**config.mk**
```make
export PLATFORM = sky130hd
export DESIGN_NAME = audio_dac_serializer_flat
export DESIGN_NICKNAME = d
export VERILOG_FILES = /design/src/rtl/audio_dac_serializer_if.sv /design/src/rtl/audio_dac_serializer.sv /design/src/flat_wrapper.sv
export SDC_FILE = /design/constraint.sdc
export NUM_CORES = 1
export LEC_CHECK = 0
export CORE_MARGIN = 4
export CORE_UTILIZATION = 40
export CTS_CLUSTER_DIAMETER = 40
export DETAILED_ROUTE_END_ITERATION = 10
export PLACE_DENSITY = 0.63
export SYNTH_ARGS = -nofsm -noshare
export SYNTH_HDL_FRONTEND = slang
export SYNTH_SLANG_ARGS = --single-unit
export TNS_END_PERCENT = 100
```
**constraint.sdc**
```tcl
create_clock -name CLOCK_50 -period 6.5 [get_ports CLOCK_50]
set_clock_uncertainty 0.2 [all_clocks]
set_input_delay 0.65 -clock CLOCK_50 [delete_from_list [all_inputs] [get_ports CLOCK_50]]
set_output_delay 0.65 -clock CLOCK_50 [all_outputs]
set_load 0.01 [all_outputs]
```
**src/rtl/audio_dac_serializer_if.sv**
```systemverilog
// Write-side bus of the audio DAC serializer: one left/right sample pair per
// accepted write, plus the FIFO status returned to the producer.
interface audio_dac_serializer_if #(
    parameter int DATA_WIDTH = 24,
    parameter int FIFO_DEPTH = 4
);
    localparam int CW = $clog2(FIFO_DEPTH) + 1;

    logic                  write;
    logic [DATA_WIDTH-1:0] writedata_left;
    logic [DATA_WIDTH-1:0] writedata_right;
    logic                  write_ready;
    logic [CW-1:0]         fifo_count;

    modport master (
        output write,
        output writedata_left,
        output writedata_right,
        input  write_ready,
        input  fifo_count
    );

    modport slave (
        input  write,
        input  writedata_left,
        input  writedata_right,
        output write_ready,
        output fifo_count
    );
endinterface

```
**src/rtl/audio_dac_serializer.sv**
```systemverilog
// Audio DAC serializer: buffers left/right sample pairs and shifts them out
// I2S-style (one-bit delay, MSB first) on the codec bit clock, oversampled by CLOCK_50.
module audio_dac_serializer #(
    parameter int DATA_WIDTH = 24,
    parameter int FIFO_DEPTH = 4
) (
    input  logic                  CLOCK_50,
    input  logic                  reset_n,
    audio_dac_serializer_if.slave bus,
    input  logic                  AUD_BCLK,
    input  logic                  AUD_DACLRCK,
    output logic                  AUD_DACDAT,
    output logic                  underflow
);
    localparam int AW = $clog2(FIFO_DEPTH);
    localparam int CW = AW + 1;
    localparam int BW = $clog2(DATA_WIDTH + 1);
    localparam logic [CW-1:0] FULL_COUNT = CW'(FIFO_DEPTH);
    localparam logic [BW-1:0] LOAD_COUNT = BW'(DATA_WIDTH);

    // bclk_pipe: [0] metastable, [1] synchronized, [2] previous synchronized
    logic [2:0]            bclk_pipe_q, bclk_pipe_d;
    logic [1:0]            lrck_pipe_q, lrck_pipe_d;
    logic                  lrck_prev_q, lrck_prev_d;
    logic                  lrck_armed_q, lrck_armed_d;
    logic [DATA_WIDTH-1:0] mem_left_q  [FIFO_DEPTH];
    logic [DATA_WIDTH-1:0] mem_left_d  [FIFO_DEPTH];
    logic [DATA_WIDTH-1:0] mem_right_q [FIFO_DEPTH];
    logic [DATA_WIDTH-1:0] mem_right_d [FIFO_DEPTH];
    logic [AW-1:0]         wr_ptr_q, wr_ptr_d;
    logic [AW-1:0]         rd_ptr_q, rd_ptr_d;
    logic [CW-1:0]         count_q, count_d;
    logic [DATA_WIDTH-1:0] hold_left_q, hold_left_d;
    logic [DATA_WIDTH-1:0] hold_right_q, hold_right_d;
    logic [DATA_WIDTH-1:0] shift_q, shift_d;
    logic [BW-1:0]         bit_cnt_q, bit_cnt_d;
    logic                  dacdat_q, dacdat_d;
    logic                  underflow_q, underflow_d;

    logic bfe_s, trans_s, left_start_s, right_start_s, full_s, push_s, pop_s;

    // Nothing is flagged until the first bfe has captured a reference LRCK level
    assign bfe_s         = bclk_pipe_q[2] & ~bclk_pipe_q[1];
    assign trans_s       = bfe_s & lrck_armed_q & (lrck_pipe_q[1] != lrck_prev_q);
    assign left_start_s  = trans_s & ~lrck_pipe_q[1];
    assign right_start_s = trans_s & lrck_pipe_q[1];
    assign full_s        = (count_q == FULL_COUNT);
    assign push_s        = bus.write & ~full_s;
    assign pop_s         = left_start_s & (count_q != {CW{1'b0}});

    assign bus.write_ready = ~full_s;
    assign bus.fifo_count  = count_q;
    assign AUD_DACDAT      = dacdat_q;
    assign underflow       = underflow_q;

    // Next-state logic: synchronizers, FIFO push/pop, frame tracking and shifter
    always_comb begin
        bclk_pipe_d  = {bclk_pipe_q[1:0], AUD_BCLK};
        lrck_pipe_d  = {lrck_pipe_q[0], AUD_DACLRCK};
        lrck_prev_d  = lrck_prev_q;
        lrck_armed_d = lrck_armed_q;
        mem_left_d   = mem_left_q;
        mem_right_d  = mem_right_q;
        wr_ptr_d     = wr_ptr_q;
        rd_ptr_d     = rd_ptr_q;
        hold_left_d  = hold_left_q;
        hold_right_d = hold_right_q;
        shift_d      = shift_q;
        bit_cnt_d    = bit_cnt_q;
        dacdat_d     = dacdat_q;
        underflow_d  = 1'b0;

        if (push_s) begin
            mem_left_d[wr_ptr_q]  = bus.writedata_left;
            mem_right_d[wr_ptr_q] = bus.writedata_right;
            wr_ptr_d              = wr_ptr_q + AW'(1'b1);
        end else begin
            wr_ptr_d = wr_ptr_q;
        end

        case ({push_s, pop_s})
            2'b10:   count_d = count_q + CW'(1'b1);
            2'b01:   count_d = count_q - CW'(1'b1);
            default: count_d = count_q;
        endcase

        if (bfe_s) begin
            lrck_prev_d  = lrck_pipe_q[1];
            lrck_armed_d = 1'b1;
            if (left_start_s) begin
                if (pop_s) begin
                    hold_left_d  = mem_left_q[rd_ptr_q];
                    hold_right_d = mem_right_q[rd_ptr_q];
                    rd_ptr_d     = rd_ptr_q + AW'(1'b1);
                end else begin
                    hold_left_d  = {DATA_WIDTH{1'b0}};
                    hold_right_d = {DATA_WIDTH{1'b0}};
                    underflow_d  = 1'b1;
                end
                shift_d   = hold_left_d;
                bit_cnt_d = LOAD_COUNT;
            end else if (right_start_s) begin
                shift_d   = hold_right_q;
                bit_cnt_d = LOAD_COUNT;
            end else if (bit_cnt_q != {BW{1'b0}}) begin
                dacdat_d  = shift_q[DATA_WIDTH-1];
                shift_d   = {shift_q[DATA_WIDTH-2:0], 1'b0};
                bit_cnt_d = bit_cnt_q - BW'(1'b1);
            end else begin
                dacdat_d = 1'b0;
            end
        end else begin
            lrck_armed_d = lrck_armed_q;
        end
    end

    // State register; reset also empties the FIFO and silences the data line
    always_ff @(posedge CLOCK_50 or negedge reset_n) begin
        if (!reset_n) begin
            bclk_pipe_q  <= 3'b000;
            lrck_pipe_q  <= 2'b00;
            lrck_prev_q  <= 1'b0;
            lrck_armed_q <= 1'b0;
            mem_left_q   <= '{default: {DATA_WIDTH{1'b0}}};
            mem_right_q  <= '{default: {DATA_WIDTH{1'b0}}};
            wr_ptr_q     <= {AW{1'b0}};
            rd_ptr_q     <= {AW{1'b0}};
            count_q      <= {CW{1'b0}};
            hold_left_q  <= {DATA_WIDTH{1'b0}};
            hold_right_q <= {DATA_WIDTH{1'b0}};
            shift_q      <= {DATA_WIDTH{1'b0}};
            bit_cnt_q    <= {BW{1'b0}};
            dacdat_q     <= 1'b0;
            underflow_q  <= 1'b0;
        end else begin
            bclk_pipe_q  <= bclk_pipe_d;
            lrck_pipe_q  <= lrck_pipe_d;
            lrck_prev_q  <= lrck_prev_d;
            lrck_armed_q <= lrck_armed_d;
            mem_left_q   <= mem_left_d;
            mem_right_q  <= mem_right_d;
            wr_ptr_q     <= wr_ptr_d;
            rd_ptr_q     <= rd_ptr_d;
            count_q      <= count_d;
            hold_left_q  <= hold_left_d;
            hold_right_q <= hold_right_d;
            shift_q      <= shift_d;
            bit_cnt_q    <= bit_cnt_d;
            dacdat_q     <= dacdat_d;
            underflow_q  <= underflow_d;
        end
    end
endmodule

```
**src/flat_wrapper.sv**
```systemverilog
// flat-port wrapper written by rule: the top's interface ports become plain ports
module audio_dac_serializer_flat 
#(
    parameter int DATA_WIDTH = 24,
    parameter int FIFO_DEPTH = 4
)
  (CLOCK_50, reset_n, AUD_BCLK, AUD_DACLRCK, AUD_DACDAT, underflow, bus_write, bus_writedata_left, bus_writedata_right, bus_write_ready, bus_fifo_count);
  audio_dac_serializer_if #(.DATA_WIDTH(DATA_WIDTH), .FIFO_DEPTH(FIFO_DEPTH)) bus_i ();
  input  logic CLOCK_50;
  input  logic reset_n;
  input  logic AUD_BCLK;
  input  logic AUD_DACLRCK;
  output logic AUD_DACDAT;
  output logic underflow;
  input wire logic [$bits(bus_i.write)-1:0] bus_write;
  input wire logic [$bits(bus_i.writedata_left)-1:0] bus_writedata_left;
  input wire logic [$bits(bus_i.writedata_right)-1:0] bus_writedata_right;
  output wire logic [$bits(bus_i.write_ready)-1:0] bus_write_ready;
  output wire logic [$bits(bus_i.fifo_count)-1:0] bus_fifo_count;
  assign bus_i.write = bus_write;
  assign bus_i.writedata_left = bus_writedata_left;
  assign bus_i.writedata_right = bus_writedata_right;
  assign bus_write_ready = bus_i.write_ready;
  assign bus_fifo_count = bus_i.fifo_count;
  audio_dac_serializer #(.DATA_WIDTH(DATA_WIDTH), .FIFO_DEPTH(FIFO_DEPTH)) u_core (.CLOCK_50(CLOCK_50), .reset_n(reset_n), .bus(bus_i), .AUD_BCLK(AUD_BCLK), .AUD_DACLRCK(AUD_DACLRCK), .AUD_DACDAT(AUD_DACDAT), .underflow(underflow));
endmodule
```
After elaboration in Yosys (flattened, before gate mapping)
Index checks and enable logic that the tools add are counted.

storage, ports and cells
  logic and storage cells = 78
  output and inout port bits = 6
  bits in registers = 261

operators by class
  muxes and demuxes = 23
  magnitude comparators = 3
  equal/unequal tests = 4
  reduce and logical (&&, ||, !) cells = 9
  bitwise logic cells = 14
  add/subtract/negate cells = 5

operators by type and width
  operator                                                                count
  24-bit 2-to-1 mux                                                       10
  96-bit bitwise mux                                                      2
  24-bit binary-select mux with 2-bit select                              2
  24-bit demux with 2-bit select                                          1
  5-bit 2-to-1 mux                                                        3
  1-bit AND                                                               7
  3-bit greater-or-equal comparator (second input constant)               2
  2-bit inverter with 3-bit output                                        2
  3-bit case mux with 2 select lines                                      1
  3-bit AND reduction                                                     2
  3-bit nonzero test                                                      2
  1-bit inverter                                                          5
  5-bit nonzero test                                                      1
  5-bit by 1-bit subtractor with 5-bit output (second input constant)     1
  2-bit by 1-bit adder with 2-bit output (second input constant)          2
  1-bit 2-to-1 mux                                                        4
  2-bit AND reduction                                                     2
  3-bit by 1-bit adder with 3-bit output (second input constant)          1
  3-bit equality test (second input constant)                             1
  3-bit by 1-bit < comparator with 1-bit output (second input constant)   1
  3-bit by 1-bit subtractor with 3-bit output (second input constant)     1
  2-bit by 1-bit equality test with 1-bit output (second input constant)  1
  2-bit equality test (second input constant)                             1
  2-bit nonzero test                                                      1
  other kinds (2)                                                         2

Logic depth before layout (Yosys ltp)
  depth after elaboration = 9
  mapped depth = 11

Worst setup path after synthesis
No wires, ideal clock.

  kind = register to register
  from = register u_core.count_q[1] (netlist: u_core.bus.fifo_count[1])
  to = register u_core.count_q[2] (netlist: u_core.bus.fifo_count[2])
  clock period less this slack = 2,448 ps
  data required time = 6,173 ps
  arrival = 2,121 ps
  stages on the path, launching flop included = 12
  setup time = 127 ps
  path buffers = 3
  setup slack = 4,052 ps
  cell sequence = dfrtp_1 or3_1 buf_2 and3_4 buf_6 buf_6 ha_1 inv_1 fa_1 xor2_1 nor2_1 xor2_1

between the ends
  word-level cells in the longest chain between the ends = 5
  elaborated cells between the ends (all ways) = 11
  classes of those cells = 2 x add/sub; 3 x eq/ne; 1 x mux; 3 x bitwise; 2 x reduce/logical

RTL lines
  what                                                                                   RTL line                     RTL
  from (decl)                                                                            audio_dac_serializer.sv:32   logic [CW-1:0] count_q, count_d;
  from (signal assigned)                                                                 audio_dac_serializer.sv:128  count_q <= {CW{1'b0}};
  from (signal assigned)                                                                 audio_dac_serializer.sv:144  count_q <= count_d;
  3-bit equality test                                                                    audio_dac_serializer.sv:47   assign full_s = (count_q == FULL_COUNT);
  1-bit inverter                                                                         audio_dac_serializer.sv:48   assign push_s = bus.write & ~full_s;
  1-bit AND                                                                              audio_dac_serializer.sv:48
  2-bit by 1-bit equality test with 1-bit output or 2-bit equality test (tied branches)  audio_dac_serializer.sv:81   case ({push_s, pop_s})
  3-bit case mux with 2 select lines or 2-bit nonzero test (tied branches)               -

Parallel ways exist; a longest one is shown, timed or not.
A chain may end at the register's enable or synchronous reset.

Final worst setup path
  from = register u_core.count_q[2] (netlist: u_core.bus.fifo_count[2])
  to = register u_core.count_q[2] (netlist: u_core.bus.fifo_count[2])

Same word-level chain as after synthesis.

==> summary.md <==
| Metric | Value |
|---|---|
| Via Count | 6726 |
| PD cells | 513 nW/um2 |
| R2r endpoint | u_core.bus.fifo_count[2]$_DFFE_PN0P_ |
| Diode count | 0 |
| WHS Endpoint | u_core.lrck_pipe_q[1]$_DFF_PN0_ |
| Most Crowded Layer GR | met2 |
| Starting Density | 40.7% |
| Met2 GRT Util | 25.9% |
| Post-synthesis sequential area ratio | 55.7% |
| M1 GR Usage | 20.9% |
| Remaining DRCs | 0 |
| Horiz. Die Dim | 179 um |
| Root Buffer | clkbuf_16 |
| CTS Buf Count | 36 |
| R2r setup slk | 3450 ps |
| Synth-to-layout area growth | 17.4% |
| Final nets | 883 |
| Most common cell in the synthesized netlist | dfrtp_1 |
| Clock slew at reported path FFs | 50 ps |
| GRT Total Usage | 15.7% |
| Full die area | 32100 um2 |
| Setup TNS | 0 ps |
| TritonCTS clock tree | yes |
| RSZ-0062 raised after global routing | false |
| Crit. End Element | flip-flop |
| Worst skew pair latency | 510 ps |
| Async S/R FF share, synth | 100% |
| Worst Path Max Fanout | 27 |
| DR WL/cell | 19.8 um |
| Leak Pwr | 5.69 nW |
| Synthesized area | 11700 um2 |
| Io pins | 59 |
| H-Tree Depth | 2 |
| CP Launch Type | flip-flop |
| Synth Warn # | 0 |
| Register bit total from synthesis | 261 |
| Slowest stage delay, CP | 730 ps |
| Synth top area cells | dfrtp_1, mux2_2, mux4_2 |
| Distinct cells, synth | 40 |
| Status | finished, final reports clean |
| Largest net degree at the start of global routing | 140 |
| DRT iter0 DRCs | 316 |
| Core Region | 28800 um2 |
| Final setup viols | 0 |
| Number of synthesized flops with an enable pin | 0 |
| Worst path required time | 6730 ps |
| Post-synth top area share | 55.7% |
| Cells along the critical path | or3_1, and3_4, ha_1, inv_1, fa_1, xor2_1, nor2_1, xor2_1 |
| Crit share post-route | 46.9% |
| Actual slew at the worst max-slew pin | 1240 ps |
| Most frequent CP cell | xor2_1 |
| Syn nets | 838 |
| Prevailing post-synth register cell | dfrtp_1 |
| Global placer's final weighted congestion | 0.765 |
| Post-CTS sizing | 0 |
| Max Cap Violations | 0 |
| Final Max Slew Viols | 0 |
| Die extent in y | 179 um |
| Leading area contributor after synthesis | dfrtp_1 |
| Relative max-transition margin | 16.9% |
| Hold path start | u_core.lrck_pipe_q[0]$_DFF_PN0_ |
| RR Startpoint | u_core.bus.fifo_count[2]$_DFFE_PN0P_ |
| Post-Route WL | 24.4 mm |
| Arrival time at the worst endpoint | 3280 ps |
| HP Class | reg2reg |
| Initial antenna violation count | 0 |
| HPWL Detailed | 14.6 mm |
| Post-synth top cells | dfrtp_1, mux2_2, mux2_1 |
| Setup bufs post-CTS | 0 |
| Clock period minus worst slack | 3050 ps |
| Avg Inst Size Synth | 15.1 um2 |
| GRT overflow | 0 |
| Hold depth | 0 |
| Max Clk Rate | 328 MHz |
| Count of final hold-check violations | 0 |
| Routed Antenna Nets | 0 |
| First-pass GRT wire length | 40.0 mm |
| Clock tree buffer depth | 3 |
| Peak VDD IR | 0.249 mV |
| Vias/cell | 5.45 |
| Crit Path Category | reg2reg |
| Clock sink count | 261 |
| Share of post-route cells with drive strength above 1 | 29.8% |
| Reg2reg path depth | 8 |
| Core Rows | 62 |
| Syn Inst Count | 778 |
| Met3 usage | 3.27% |
| Vias in the first global route | 7231 |
| Layout Cells excl Fill | 1234 |
| DRT Pass-1 Iters | 4 |
| Placed insts | 1168 |
| PortBufs | 58 |
| Critical Path Slowest Stage Cell | or3_1 |
-- kinds of logic (layout without fill, tap and decap cells) --
| kind of cell | after synthesis | after routing | share of synthesized area, % |
|---|---|---|---|
| buffers and inverters | 96 | 168 | 4.82 |
| and+or+nand+nor | 82 | 82 | 4.28 |
| adders and majority gates | 7 | 7 | 0.811 |
| xor gates and xnor gates | 8 | 8 | 0.598 |
| DFF | 261 | 261 | 55.7 |
| AOI/OAI and AO/OA | 82 | 82 | 5.91 |
| muxes | 242 | 242 | 27.9 |
-- through the flow --
step	power, W	area (um2)	hold WS (ps)	util (%)	worst slack, ps
after floorplan	0.00447	11700	131	-	4050
after global placement	0.00498	12500	149	43.3	3520
after detailed placement	0.00505	12500	147	43.3	3480
after CTS	0.00717	13800	167	47.8	3450
after global routing	0.00748	13800	172	47.8	3260
final	0.00706	13800	158	47.8	3450
-- critical path: cells and delay by family, from the launching register on --
kind,cells,cell delay [ps]
xor gates and xnor gates,2,320
adders and majority gates,2,610
buffers and inverters,1,60
DFF,1,410
and+or+nand+nor,3,1360
-- metal layers --
metal | routed length, um | up-vias
met5 | 0 | -
met3 | 916 | 47
met1 | 10800 | 3523
met4 | 679 | 0
li1 | - | 3036
met2 | 12000 | 120
-- cells in the final DEF, fill, tap and decap left out, drive strengths merged, types with 4 or more instances in the layout --
cell type        n
inv             38
nand2            8
a32oi           23
o21ai            5
xnor2            4
o32ai           23
clkdlybuf4s50   57
mux4            48
a22o            24
mux2           194
ha               6
clkinvlp         4
clkinv           7
buf             14
xor2             4
or3              4
clkbuf          41
nand4           24
nand3           28
dfrtp          261
bufinv           6
nor2             4
-- registers in the layout, indices dropped and copies added (netlist names) --
| signal | flops |
|---|---|
| u_core.lrck_prev_q | 1 |
| u_core.AUD_DACDAT | 1 |
| u_core.bus.fifo_count | 3 |
| u_core.underflow | 1 |
| u_core.bclk_pipe_q | 3 |
| u_core.shift_q | 24 |
| u_core.hold_right_q | 24 |
| u_core.rd_ptr_q | 2 |
| u_core.lrck_pipe_q | 2 |
| u_core.mem_right_q | 96 |
| u_core.mem_left_q | 96 |
| u_core.bit_cnt_q | 5 |
| u_core.lrck_armed_q | 1 |
| u_core.wr_ptr_q | 2 |
-- repair_timing --
item,4_1_cts,5_1_grt
hold endpoints to repair,72,0
endpoints found under the setup margin,0,0
hold buffers,1,0
-- worst max-delay path by stage --
| stage | start | end | slack [ps] | cells after the start |
|---|---|---|---|---|
| after detailed placement | u_core.bus.fifo_count[0]$_DFFE_PN0P_ | u_core.bus.fifo_count[2]$_DFFE_PN0P_ | 3480 | 8 |
| after floorplan | u_core.bus.fifo_count[1]$_DFFE_PN0P_ | u_core.bus.fifo_count[2]$_DFFE_PN0P_ | 4050 | 11 |
| after global routing | u_core.bus.fifo_count[2]$_DFFE_PN0P_ | u_core.bus.fifo_count[2]$_DFFE_PN0P_ | 3260 | 8 |
| final | u_core.bus.fifo_count[2]$_DFFE_PN0P_ | u_core.bus.fifo_count[2]$_DFFE_PN0P_ | 3450 | 8 |
| after global placement | u_core.bus.fifo_count[0]$_DFFE_PN0P_ | u_core.bus.fifo_count[2]$_DFFE_PN0P_ | 3520 | 8 |
| after CTS | u_core.bus.fifo_count[0]$_DFFE_PN0P_ | u_core.bus.fifo_count[2]$_DFFE_PN0P_ | 3450 | 8 |
-- area by class of cell --
cell class	instances	area [um2]
multi-input cells	421	4640
inverters	31	116
flip-flops and latches	261	6540
clock buffers	41	981
clock inverters	24	310
well taps	384	480
fillers	2456	15000
repair buffers	72	706
-- report_power, final --
part	internal (W)	total [W]	switching (W)
combinational	0.00123	0.00210	0.000869
clock	0.00134	0.00208	0.000746
sequential	0.00242	0.00288	0.000461
total	0.00499	0.00706	0.00208
(Power assumes the default switching activity.)
